File: src/rtl/mem_responder_pkg.sv
// Shared definitions for the CPU memory-protocol responder: FSM encoding,
// beat selection and wait-state limits.
package mem_responder_pkg;

  localparam int CNT_W    = 4;
  localparam int MAX_WAIT = 15;

  typedef enum logic [3:0] {
    ST_IDLE    = 4'd0,
    ST_ACC_HI  = 4'd1,
    ST_WAIT_HI = 4'd2,
    ST_CAP_HI  = 4'd3,
    ST_ACC_LO  = 4'd4,
    ST_WAIT_LO = 4'd5,
    ST_CAP_LO  = 4'd6,
    ST_DONE    = 4'd7,
    ST_TURN    = 4'd8
  } state_t;

  localparam logic BEAT_HI = 1'b1;
  localparam logic BEAT_LO = 1'b0;

  // Low-beat states drive the second halfword; everything else presents the base address.
  function automatic logic beat_of(input state_t s);
    return (s == ST_ACC_LO || s == ST_WAIT_LO || s == ST_CAP_LO) ? BEAT_LO : BEAT_HI;
  endfunction

endpackage

File: src/rtl/mem_responder_wait_counter.sv
// Loadable 4-bit down-counter with a zero flag, used to pace SRAM wait states.
module wait_counter
  import mem_responder_pkg::*;
(
  input  logic             clk,
  input  logic             rst_n,
  input  logic             i_load,
  input  logic [CNT_W-1:0] i_load_val,
  input  logic             i_dec,
  output logic             o_zero
);

  logic [CNT_W-1:0] r_count;

  // NOTE: state registers use non-blocking assignments and reset asynchronously,
  // so every flop samples the pre-edge value of its neighbours.
  always_ff @(posedge clk or negedge rst_n) begin
    if (!rst_n) begin
      r_count <= '0;
    end else if (i_load) begin
      r_count <= i_load_val;
    end else if (i_dec && (r_count != '0)) begin
      r_count <= r_count - 1'b1;
    end
  end

  assign o_zero = (r_count == '0);

endmodule

File: src/rtl/mem_responder.sv
// Target-side responder for the CPU memory request protocol; splits word
// accesses into two big-endian halfword beats on a synchronous 16-bit SRAM.
module mem_responder
  import mem_responder_pkg::*;
#(
  parameter int WAIT_CYCLES = 0,
  parameter int ADDR_W      = 15
) (
  input  logic              clk,
  input  logic              rst_n,
  input  logic [ADDR_W-1:0] MemAddr,
  input  logic              MemRead,
  input  logic              MemWrite,
  input  logic              SaveHalf,
  input  logic              LoadHalf,
  input  logic [31:0]       MemWriteData,
  output logic [31:0]       readData,
  output logic              MemOK,
  output logic              prot_err,
  output logic [ADDR_W-1:0] sram_addr,
  output logic [15:0]       sram_wdata,
  input  logic [15:0]       sram_rdata,
  output logic              sram_ce,
  output logic              sram_we
);

  localparam int               LP_WAIT     = (WAIT_CYCLES > MAX_WAIT) ? MAX_WAIT : WAIT_CYCLES;
  localparam bit               LP_HAS_WAIT = (LP_WAIT != 0);
  // The counter is loaded in the access cycle, so it holds one less than the wait length.
  localparam logic [CNT_W-1:0] LP_LOAD     = LP_HAS_WAIT ? CNT_W'(LP_WAIT - 1) : '0;

  state_t r_state;
  state_t w_state_nxt;

  logic [ADDR_W-1:0] r_addr;
  logic [31:0]       r_wdata;
  logic              r_write;
  logic              r_half;
  logic [31:0]       r_read_data;
  logic              r_prot_err;

  logic              w_accept;
  logic              w_req_half;
  logic              w_beat;
  logic [ADDR_W-1:0] w_lo_addr;
  logic              w_cnt_load;
  logic              w_cnt_dec;
  logic              w_cnt_zero;

  assign w_accept   = (r_state == ST_IDLE) && (MemRead || MemWrite);
  assign w_req_half = MemWrite ? SaveHalf : LoadHalf;
  assign w_beat     = beat_of(r_state);
  assign w_cnt_load = (r_state == ST_ACC_HI) || (r_state == ST_ACC_LO);
  assign w_cnt_dec  = (r_state == ST_WAIT_HI) || (r_state == ST_WAIT_LO);

  wait_counter u_wait (
    .clk        (clk),
    .rst_n      (rst_n),
    .i_load     (w_cnt_load),
    .i_load_val (LP_LOAD),
    .i_dec      (w_cnt_dec),
    .o_zero     (w_cnt_zero)
  );

  always_ff @(posedge clk or negedge rst_n) begin
    if (!rst_n) begin
      r_state <= ST_IDLE;
    end else begin
      r_state <= w_state_nxt;
    end
  end

  // NOTE: the next-state value is defaulted first so no path through the case
  // leaves it unassigned and infers a latch.
  always_comb begin
    w_state_nxt = r_state;
    unique case (r_state)
      ST_IDLE: begin
        if (w_accept) begin
          w_state_nxt = w_req_half ? ST_ACC_LO : ST_ACC_HI;
        end
      end
      ST_ACC_HI: begin
        if (LP_HAS_WAIT)  w_state_nxt = ST_WAIT_HI;
        else if (r_write) w_state_nxt = ST_ACC_LO;
        else              w_state_nxt = ST_CAP_HI;
      end
      ST_WAIT_HI: begin
        if (w_cnt_zero) w_state_nxt = r_write ? ST_ACC_LO : ST_CAP_HI;
      end
      ST_CAP_HI: w_state_nxt = ST_ACC_LO;
      ST_ACC_LO: begin
        if (LP_HAS_WAIT)  w_state_nxt = ST_WAIT_LO;
        else if (r_write) w_state_nxt = ST_DONE;
        else              w_state_nxt = ST_CAP_LO;
      end
      ST_WAIT_LO: begin
        if (w_cnt_zero) w_state_nxt = r_write ? ST_DONE : ST_CAP_LO;
      end
      ST_CAP_LO: w_state_nxt = ST_DONE;
      ST_DONE:   w_state_nxt = ST_TURN;
      ST_TURN:   w_state_nxt = ST_IDLE;
      default:   w_state_nxt = ST_IDLE;
    endcase
  end

  // A simultaneous read+write request is serviced as the write.
  always_ff @(posedge clk or negedge rst_n) begin
    if (!rst_n) begin
      r_addr      <= '0;
      r_wdata     <= '0;
      r_write     <= 1'b0;
      r_half      <= 1'b0;
      r_read_data <= '0;
      r_prot_err  <= 1'b0;
    end else begin
      if (w_accept) begin
        r_addr  <= MemAddr;
        r_wdata <= MemWriteData;
        r_write <= MemWrite;
        r_half  <= w_req_half;
        if (MemRead && MemWrite) r_prot_err <= 1'b1;
      end
      if (r_state == ST_CAP_HI) begin
        r_read_data[31:16] <= sram_rdata;
      end else if (r_state == ST_CAP_LO) begin
        if (r_half) r_read_data <= {16'h0000, sram_rdata};
        else        r_read_data[15:0] <= sram_rdata;
      end
    end
  end

  // Second beat wraps at the top of the address space.
  assign w_lo_addr  = r_half ? r_addr : (r_addr + ADDR_W'(1));
  assign sram_addr  = (w_beat == BEAT_HI) ? r_addr : w_lo_addr;
  assign sram_wdata = (w_beat == BEAT_HI) ? r_wdata[31:16] : r_wdata[15:0];
  assign sram_ce    = w_cnt_load;
  assign sram_we    = w_cnt_load && r_write;
  assign MemOK      = (r_state == ST_DONE);
  assign readData   = r_read_data;
  assign prot_err   = r_prot_err;

endmodule

File: config.mk
export PLATFORM = sky130hd
export DESIGN_NAME = mem_responder
export DESIGN_NICKNAME = d
export VERILOG_FILES = /design/src/rtl/mem_responder_pkg.sv /design/src/rtl/mem_responder_wait_counter.sv /design/src/rtl/mem_responder.sv
export SDC_FILE = /design/constraint.sdc
export NUM_CORES = 1
export LEC_CHECK = 0
export CAP_MARGIN = 20
export CORE_MARGIN = 2
export CORE_UTILIZATION = 50
export CTS_CLUSTER_DIAMETER = 200
export DETAILED_ROUTE_END_ITERATION = 10
export PLACE_DENSITY = 0.84
export REMOVE_ABC_BUFFERS = 1
export SETUP_SLACK_MARGIN = 0.4
export SLEW_MARGIN = 40
export SYNTH_ARGS = -nofsm -noshare
export SYNTH_HDL_FRONTEND = slang
export SYNTH_HIERARCHICAL = 1
export SYNTH_SLANG_ARGS = --single-unit
export TNS_END_PERCENT = 30
File: constraint.sdc
create_clock -name clk -period 6.4 [get_ports clk]
set_input_delay 0.64 -clock clk [delete_from_list [all_inputs] [get_ports clk]]
set_output_delay 0.64 -clock clk [all_outputs]
set_load 0.05 [all_outputs]
==> metrics.cfg <==
[layout]
drive_above_1_share_pct=18.0
fillers=590
num_antenna_cells=0
stdcell_count=555
area_delta_synth_final_pct=37.5
layout_commonest_cell=clkdlybuf4s50_1
fin_nets=516
final_cell_mix=clkdlybuf4s50_1 (134), dfrtp_1 (90), mux2_2 (50)

[route]
vias_per_cell=5.32
postRouteAntennaNets=0
wl_per_cell_um=16.7
vias=2955
drt-initial-drc-count=107
wl_mm=9.25
firstDrtPassIters=4
drc=0

[die]
fp.coreArea_mm2=0.00822
rows=33
die_h_um=96.0
dieArea_mm2=0.00922
die_w_um=96.0
start_util_pct=51.5
num_io_pins=136

[clock_network]
cts_tree=yes
holdBufCountCts=0
cts_resized=0
clk_pin_slew_ns=0.09
clockBufferDepth=2
insertion_delay_ns=0.36
clock_sinks=90
htree_num_levels=3
tritoncts.num_buffers=9
postCtsSetupRepairBufs=0
root_buffer=clkbuf_8

[sta]
timing.final.crit_share_pct=62.5
min_period_ns=4.00
maxSlewHeadroom_pct=49.6
fin_ws_ns=2.40
worstMarginPinSlew_ns=0.754
rsz0062_at_grt=false
slew_violations=0
hold_ws_ns=0.0891
timing.fmax_ghz=0.250
finClkSkew_ns=0.0154
tns_ns=0
timing_hold_violations_final=0
setup_viol=0

[place]
portBuffers=135
gp_congestion=0.822
post-place-ws_ns=2.56
detailed_place_hpwl_mm=6.53
place_inst=539

[logic_synthesis]
synth_cell_types=53
seq_area_frac_synth_pct=53.2
synth_ff_type=dfrtp_1
synth_seq_cells=90
netlist_instances=312
synth_area_mm2=0.00423
yosys_warnings=6
synth.avg_cell_area_um2=13.6
synth_area_leaders=dfrtp_1 (53%), mux2_2 (13%), mux2_1 (8.5%)
yosysTopAreaCell=dfrtp_1
synth_top_area_share_pct=53.2
synth_edf_count=0
async_reset_ff_share_pct=100

[grt]
grt_pass1_wl_mm=15.0
grt_pass1_vias=3035
grt_overflow=0
antenna_found_initial=0
grt_max_degree=83
grtUsageTotal_pct=21.4

[worst_setup_path]
end_kind=output port
required_ns=5.76
crit_fanout=17
r2r-end=readData[15]$_DFFE_PN0P_
ff2ff_setup_slack_ns=3.94
start_kind=flip-flop
critPathArrivalTime_ns=3.36
endpoint=sram_addr[1]
rr_worst_depth=4
worstReg2RegStart=r_state[2]$_DFFE_PN0P_
startpoint=r_state[2]$_DFFE_PN0P_
critPathKind=flip-flop to output port

[min_path]
hp-class=input port to async pin

[flow_run]
maxCapViolations=0

[status]
status=finished, final reports clean

flip-flops by register name (all words and copies together), names as in the netlist:
name / count
readData: 32
r_addr: 15
u_wait/r_count: 4
r_state: 4
r_half: 1
r_wdata: 32
prot_err: 1
r_write: 1
cell usage after synthesis, drive strengths merged (3+ instances only):
master / count
a22o: 17
and2: 3
and3: 4
buf: 14
clkbuf: 5
dfrtp: 90
inv: 4
mux2: 82
nand2: 11
nand2b: 4
nand3: 4
nand4: 4
nor2: 9
nor3: 5
nor3b: 3
nor4: 3
nor4b: 3
o21ai: 4
xnor2: 13
worst min-delay path by stage:
| stage | to | slack (ns) | cells after the start |
|---|---|---|---|
| global route | readData[24]$_DFFE_PN0P_ | 0.08 | 1 |
| CTS | readData[24]$_DFFE_PN0P_ | 0.08 | 1 |
| global placement | prot_err$_DFFE_PN0P_ | 0.45 | 1 |
| floorplan | prot_err$_DFFE_PN0P_ | 0.34 | 0 |
| finish | readData[24]$_DFFE_PN0P_ | 0.09 | 1 |
| detailed placement | readData[24]$_DFFE_PN0P_ | 0.47 | 1 |
critical path, stage by stage (launching register included):
cell	delay (ns)
dfrtp_1	0.76
nand2b_1	0.37
nand2b_2	0.51
nor2_1	0.32
mux2_1	0.35
clkdlybuf4s50_1	0.70
logic make-up (layout without fill, tap and decap cells):
logic type / after synthesis / after routing / share of synthesized area [%]
flops: 90 / 90 / 53.2
xor+xnor: 15 / 15 / 3.10
compound gates: 37 / 37 / 7.04
other cells: 1 / 4 / 0.0886
simple gates: 62 / 62 / 10.1
buf+inv: 23 / 158 / 4.05
fa+ha+maj: 2 / 2 / 0.591
mux: 82 / 82 / 21.8
routing by layer:
metal	vias to the layer above	part of all wire, %	GRT usage, %
met1	1469	43	27.9
met2	81	49	34.7
met5	-	0	0
met4	0	1.5	8.57
met3	9	5.9	4.86
li1	1396	-	-
final cells by class:
cell class                      count  area [um2]  share of cell area (%)
Tap cell                          105         131                    2.26
Inverter                            4        15.0                   0.258
Timing Repair Buffer              138        1380                    23.7
Clock buffer                       12         155                    2.67
Clock inverter                      4        50.0                   0.860
Multi-Input combinational cell    202        1830                    31.5
Sequential cell                    90        2250                    38.7
stage by stage:
stage          util, %  cell area, um2
2_1_floorplan        -            4090
5_1_grt           70.8            5820
3_3_place_gp      67.9            5580
6_report          70.8            5820
3_5_place_dp      68.3            5610
4_1_cts           70.8            5810
Power is not shown: default switching activity piles up to over one toggle a cycle in this logic, so the estimate is an artifact.
